==> src/rtl/weight_stream_ctrl_pkg.sv <==
// Shared definitions for the weight streaming controller: the pass state
// encoding, the stall-counter width and its saturating increment.
package weight_stream_ctrl_pkg;

   typedef enum logic [1:0] {
      IDLE  = 2'd0,
      FETCH = 2'd1,
      DRAIN = 2'd2,
      DONE  = 2'd3
   } ws_state_e;

   localparam int STALL_CNT_WIDTH = 16;

   // Increment that sticks at all-ones instead of wrapping.
   function automatic logic [STALL_CNT_WIDTH-1:0] sat_inc(input logic [STALL_CNT_WIDTH-1:0] v);
      return (&v) ? v : v + STALL_CNT_WIDTH'(1);
   endfunction

endpackage

==> src/rtl/weight_stream_ctrl_pipe_stage.sv <==
// One pipeline slot: a valid bit plus a data word. The slot only moves on
// cycles where advance is high; otherwise valid and data both hold.
module ws_pipe_stage
   import weight_stream_ctrl_pkg::*;
#(
   parameter int WIDTH = 8
) (
   input  logic             clk,
   input  logic             reset,
   input  logic             advance,
   input  logic             valid_i,
   input  logic [WIDTH-1:0] data_i,
   output logic             valid_o,
   output logic [WIDTH-1:0] data_o
);

   logic             valid_q, valid_d;
   logic [WIDTH-1:0] data_q, data_d;

   // Take the upstream slot on advance; data only loads when it is valid.
   always_comb begin
      valid_d = valid_q;
      data_d  = data_q;
      if (advance) begin
         valid_d = valid_i;
         if (valid_i) begin
            data_d = data_i;
         end
      end
   end

   // Slot register, cleared by the synchronous active-low reset.
   always_ff @(posedge clk) begin
      if (!reset) begin
         valid_q <= 1'b0;
         data_q  <= '0;
      end else begin
         valid_q <= valid_d;
         data_q  <= data_d;
      end
   end

   assign valid_o = valid_q;
   assign data_o  = data_q;

endmodule

==> src/rtl/weight_stream_ctrl.sv <==
// Weight streaming controller: walks a spike list, looks up one weight per
// spike at weightBase+spikeIndex and streams the weights to a neuron.
// Optional build macro WS_STALL_CNT_EN adds the 16-bit stallCount output.
//
// Flow control: readyMem is the neuron's ready. On a cycle with readyMem=1 the
// neuron takes weightData (zero when no weight is valid) and every pipeline
// slot moves one step; with readyMem=0 nothing moves, both memories are left
// unread (they hold their outputs) and weightData is forced to zero.
module weight_stream_ctrl
   import weight_stream_ctrl_pkg::*;
#(
   parameter int FRACTION_WIDTH = 8,
   parameter int DATA_WIDTH     = 16,
   parameter int IDX_WIDTH      = 10
) (
   input  logic                      clk,
   input  logic                      reset,
   input  logic                      start,
   input  logic [IDX_WIDTH-1:0]      spikeCount,
   input  logic [IDX_WIDTH-1:0]      weightBase,
   input  logic [DATA_WIDTH-1:0]     vmemLoad,
   input  logic                      readyMem,
   output logic [IDX_WIDTH-1:0]      spkAddr,
   output logic                      spkRdEn,
   input  logic [IDX_WIDTH-1:0]      spkData,
   output logic [IDX_WIDTH-1:0]      wAddr,
   output logic                      wRdEn,
   input  logic [FRACTION_WIDTH-1:0] wData,
   output logic [FRACTION_WIDTH-1:0] weightData,
   output logic [DATA_WIDTH-1:0]     vmemIn,
   output logic                      finished,
   output logic                      busy
`ifdef WS_STALL_CNT_EN
   ,
   output logic [STALL_CNT_WIDTH-1:0] stallCount
`endif
);

   ws_state_e            state_q, state_d;
   logic [IDX_WIDTH-1:0] ptr_q, ptr_d;
   logic [IDX_WIDTH-1:0] count_q, count_d;
   logic [IDX_WIDTH-1:0] base_q, base_d;
   logic [DATA_WIDTH-1:0] vmem_q, vmem_d;

   logic                      fetching;
   logic                      accept;
   logic                      pipe_empty;
   logic                      s1_valid, s2_valid, s3_valid;
   logic                      s1_data, s2_data;
   logic [FRACTION_WIDTH-1:0] s3_data;

   assign fetching   = (state_q == FETCH);
   assign accept     = ((state_q == IDLE) || (state_q == DONE)) && start;
   assign pipe_empty = !s1_valid && !s2_valid && !s3_valid;

   // Pass sequencing: latch the job on start, issue list entries, drain, finish.
   always_comb begin
      state_d = state_q;
      ptr_d   = ptr_q;
      count_d = count_q;
      base_d  = base_q;
      vmem_d  = vmem_q;
      case (state_q)
         IDLE, DONE: begin
            if (start) begin
               vmem_d  = vmemLoad;
               count_d = spikeCount;
               base_d  = weightBase;
               ptr_d   = '0;
               state_d = (spikeCount == '0) ? DRAIN : FETCH;
            end
         end
         FETCH: begin
            if (readyMem) begin
               ptr_d = ptr_q + IDX_WIDTH'(1);
               if (ptr_d == count_q) begin
                  state_d = DRAIN;
               end
            end
         end
         DRAIN: begin
            if (pipe_empty) begin
               state_d = DONE;
            end
         end
         default: state_d = IDLE;
      endcase
   end

   // Control registers; reset returns everything to an empty idle controller.
   always_ff @(posedge clk) begin
      if (!reset) begin
         state_q <= IDLE;
         ptr_q   <= '0;
         count_q <= '0;
         base_q  <= '0;
         vmem_q  <= '0;
      end else begin
         state_q <= state_d;
         ptr_q   <= ptr_d;
         count_q <= count_d;
         base_q  <= base_d;
         vmem_q  <= vmem_d;
      end
   end

   // Stage 1: the spike-list read issued last cycle, spkData now valid.
   ws_pipe_stage #(.WIDTH(1)) u_stage_spk (
      .clk     (clk),
      .reset   (reset),
      .advance (readyMem),
      .valid_i (fetching),
      .data_i  (1'b0),
      .valid_o (s1_valid),
      .data_o  (s1_data)
   );

   // Stage 2: the weight read issued last cycle, wData now valid.
   ws_pipe_stage #(.WIDTH(1)) u_stage_wgt (
      .clk     (clk),
      .reset   (reset),
      .advance (readyMem),
      .valid_i (s1_valid),
      .data_i  (1'b0),
      .valid_o (s2_valid),
      .data_o  (s2_data)
   );

   // Stage 3: the weight register presented to the neuron.
   ws_pipe_stage #(.WIDTH(FRACTION_WIDTH)) u_stage_out (
      .clk     (clk),
      .reset   (reset),
      .advance (readyMem),
      .valid_i (s2_valid),
      .data_i  (wData),
      .valid_o (s3_valid),
      .data_o  (s3_data)
   );

   // Stages 1 and 2 only track validity; the memories hold the data itself.
   logic unused_stage_data;
   assign unused_stage_data = s1_data ^ s2_data;

   assign spkAddr    = ptr_q;
   assign spkRdEn    = fetching && readyMem;
   assign wRdEn      = s1_valid && readyMem;
   assign wAddr      = s1_valid ? (base_q + spkData) : '0;
   assign weightData = (s3_valid && readyMem) ? s3_data : '0;
   assign vmemIn     = vmem_q;
   assign finished   = (state_q == DONE);
   assign busy       = (state_q == FETCH) || (state_q == DRAIN);

`ifdef WS_STALL_CNT_EN
   logic [STALL_CNT_WIDTH-1:0] stall_cnt_q, stall_cnt_d;

   // Count busy cycles where the neuron held off; restart with each new pass.
   always_comb begin
      stall_cnt_d = stall_cnt_q;
      if (accept) begin
         stall_cnt_d = '0;
      end else if (busy && !readyMem) begin
         stall_cnt_d = sat_inc(stall_cnt_q);
      end
   end

   // Stall counter register.
   always_ff @(posedge clk) begin
      if (!reset) begin
         stall_cnt_q <= '0;
      end else begin
         stall_cnt_q <= stall_cnt_d;
      end
   end

   assign stallCount = stall_cnt_q;
`else
   logic unused_accept;
   assign unused_accept = accept;
`endif

endmodule

==> config.mk <==
export PLATFORM = sky130hd
export DESIGN_NAME = weight_stream_ctrl
export DESIGN_NICKNAME = d
export VERILOG_FILES = /design/src/rtl/weight_stream_ctrl_pkg.sv /design/src/rtl/weight_stream_ctrl_pipe_stage.sv /design/src/rtl/weight_stream_ctrl.sv
export SDC_FILE = /design/constraint.sdc
export NUM_CORES = 1
export LEC_CHECK = 0
export CAP_MARGIN = 20
export CORE_UTILIZATION = 25
export CTS_CLUSTER_SIZE = 28
export DETAILED_ROUTE_END_ITERATION = 10
export GPL_TIMING_DRIVEN = 0
export PLACE_DENSITY = 0.52
export SYNTH_ARGS = -nofsm -noshare
export SYNTH_HDL_FRONTEND = slang
export SYNTH_SLANG_ARGS = --single-unit
==> constraint.sdc <==
create_clock -name clk -period 5.15 [get_ports clk]
set_input_delay 0.515 -clock clk [delete_from_list [all_inputs] [get_ports clk]]
set_output_delay 0.515 -clock clk [all_outputs]
set_load 0.005 [all_outputs]
==> results.sh <==
export IMPL_period_share=0.717
export IMPL_synth_warning_count=0
export IMPL_drv_cap=0
export IMPL_wl_per_cell_microns=13.4
export IMPL_viasPerCell=4.68
export IMPL_finalCriticalPeriod_ns=3.69
export IMPL_synthDistinctLibCells=50
export IMPL_hold_slack_ns=0.451
export IMPL_drc=0
export IMPL_critical_path_class="in2out"
export IMPL_clock_tree_root_cell="clkbuf_16"
export IMPL_dieArea_sq_um=12700
export IMPL_clk_pin_slew_ns=0.05
export IMPL_yosysSeqAreaShare=0.385
export IMPL_syn_avg_cell_area_sq_um=7.61
export IMPL_io_pins=106
export IMPL_cts_htree_levels=3
export IMPL_r2r_end="state_q[0]"
export IMPL_cts_sinks=59
export IMPL_post_place_ws_ns=1.45
export IMPL_synth_most_common_cell="nand2_1"
export IMPL_ant_nets=0
export IMPL_drv_slew=0
export IMPL_cts_tree="built"
export IMPL_hold_path_end="vmemIn[0]"
export IMPL_coreArea_sq_um=12000
export IMPL_worstHoldStart="vmemIn[0]"
export IMPL_grt_pass1_vias=3019
export IMPL_end_kind="output port"
export IMPL_fmax_ghz=0.271
export IMPL_totalWireLength_mm=8.96
export IMPL_r2r_start="spkAddr[0]"
export IMPL_fin_worst_skew_ns=0.00662
export IMPL_synth_area_leaders="dfxtp_1 (38%), nand2_1 (11%), a21oi_1 (10%), ha_1 (5.3%), nor2_1 (2.7%)"
export IMPL_area_delta_synth_final_pct=50.6
export IMPL_vias=3133
export IMPL_grt_ovfl_total=0
export IMPL_syn_inst=403
export IMPL_postCtsHoldBufs=0
export IMPL_cts_resized_gates=0
export IMPL_rr_worst_depth=8
export IMPL_numCtsBuffers=9
export IMPL_synth_common_cells="nand2_1 (92), a21oi_1 (63), dfxtp_1 (59), nor2_1 (22)"
export IMPL_required_ns=4.64
export IMPL_synth_edf_count=0
export IMPL_antenna_found_initial=0
export IMPL_row_count=40
export IMPL_dp_hpwl_mm=6.88
export IMPL_critPathArrivalTime_ns=3.18
export IMPL_r2r_slack_ns=2.88
export IMPL_detail_route_first_pass_iterations=4
export IMPL_insertion_delay_ns=0.32
export IMPL_die_height_microns=113
export IMPL_die_width_microns=113
export IMPL_path_max_fanout=3
export IMPL_drive_above_1_share=0.0574
export IMPL_numPortBuffers=104
export IMPL_finalHoldViolations=0
export IMPL_start_util=0.255
export IMPL_cts_setup_buffers=0
export IMPL_synth_ff_type="dfxtp_1"
export IMPL_setup_viol=0
export IMPL_synth_fp_nets=475
export IMPL_power_density_nw_per_um2=406
export IMPL_fin_setup_tns_ns=0
export IMPL_rsz0062_at_grt="no"
export IMPL_syn_area_sq_um=3070
export IMPL_nets=590
export IMPL_worst_setup_path_start_kind="input port"
export IMPL_grt_pass1_wl_mm=14.7
export IMPL_synth_top_cell_by_area="dfxtp_1"
export IMPL_fill_cells=1278
export IMPL_holdPathStages=2
export IMPL_peakVddDrop_mv=0.159
export IMPL_ys_ff_latch=59
export IMPL_min_path_type="reg2reg"
export IMPL_status="finished, final reports clean"
export IMPL_grt_util_all_layers=0.146
export IMPL_startpoint="spkData[1]"
export IMPL_p_leak_nw=1.78
export IMPL_fin_ws_ns=1.46
export IMPL_num_antenna_cells=0
export IMPL_slew_headroom=0.517
export IMPL_yosysTopAreaCellShare=0.385
export IMPL_clockBufferDepth=2
export IMPL_grt_max_degree=12
export IMPL_worst_pin_slew_ns=0.719
export IMPL_drt_iter0_drc=107
export IMPL_place_gp_congestion=0.765
export IMPL_synth_async_reset_ratio=0
layer usage:
metal | part of all wire | track usage
met1 | 0.47 | 0.187
met2 | 0.46 | 0.240
met3 | 0.056 | 0.0466
met4 | 0.0071 | 0.0320
met5 | 0 | 0
metrics by stage:
step	util	std cells	power (W)	cell area [sq um]
global placement	0.357	654	0.00123	4290
CTS	0.385	670	0.00190	4620
floorplan	-	403	0.000968	3070
global route	0.385	670	0.00201	4620
detailed placement	0.357	654	0.00124	4290
finish	0.385	670	0.00188	4620
layout by cell type, fill, tap and decap left out, types with 2 or more instances in the layout:
cell / count
mux2i_1: 2
o21ai_1: 2
xor2_1: 9
and3_1: 12
or4_1: 6
a21o_1: 2
nand3_1: 11
dfxtp_1: 59
o21a_1: 2
xnor2_1: 5
nor3_1: 6
a31oi_1: 3
o31ai_1: 2
clkdlybuf4s50_1: 104
or3_1: 6
bufinv_16: 2
a22oi_1: 2
buf_4: 3
o41ai_1: 2
clkbuf_1: 15
and4_1: 2
o21ai_0: 15
nor2_1: 22
inv_1: 12
clkbuf_16: 9
a21oi_1: 63
clkinvlp_4: 2
ha_1: 13
buf_2: 3
nand2_1: 92
nand2b_1: 3
nand3b_1: 2
and2_1: 4
nor2b_1: 3
critical path: stages:
cell and delay [ns]:
clkdlybuf4s50_1 0.44, ha_1 0.30, a21o_1 0.18, a21oi_1 0.21, o21ai_0 0.17, a2111oi_0 0.54
o31ai_1 0.14, a21oi_1 0.16, clkdlybuf4s50_1 0.53
worst max-delay path by stage:
| stage | to | slack, ns | depth (start not counted) |
|---|---|---|---|
| 2_1_floorplan | wAddr[7] | 2.60 | 7 |
| 3_3_place_gp | wAddr[7] | 1.43 | 9 |
| 3_5_place_dp | wAddr[7] | 1.45 | 9 |
| 4_1_cts | wAddr[7] | 1.43 | 9 |
| 5_1_grt | wAddr[8] | 1.28 | 11 |
| 6_report | wAddr[7] | 1.46 | 9 |
flip-flops by register name, indices dropped and copies added (netlist names):
signal               cells
u_stage_out.data_o       8
vmemIn                  16
count_q                 10
u_stage_spk.valid_o      1
u_stage_wgt.valid_o      1
u_stage_out.valid_o      1
base_q                  10
spkAddr                 10
state_q                  2
power by group:
| group | total (W) | switching (W) | internal, W |
|---|---|---|---|
| combinational | 0.000637 | 0.000348 | 0.000290 |
| sequential | 0.000585 | 0.0000521 | 0.000533 |
| clock | 0.000653 | 0.000217 | 0.000436 |
| total | 0.00188 | 0.000616 | 0.00126 |
area by class of cell:
class,instances,area (sq um),share of cell area
clock buffer,10,239,0.0517
clock inverter,6,88.8,0.0192
buffer,23,109,0.0236
inverter,13,48.8,0.0106
sequential,59,1180,0.256
tap,147,184,0.0398
multi-input combinational,308,1730,0.374
timing repair buffer,104,1040,0.225
kinds of logic (layout without fill, tap and decap cells):
logic type | count (synthesis) | in the layout | share of synthesized area
AOI/OAI and AO/OA | 101 | 101 | 0.186
xor gates and xnor gates | 14 | 14 | 0.0400
adders and majority gates | 14 | 14 | 0.0595
buffers and inverters | 36 | 156 | 0.0514
DFF | 59 | 59 | 0.385
muxes | 2 | 2 | 0.00653
and+or+nand+nor | 177 | 177 | 0.271
No activity file was read; power rests on OpenSTA's default activity.
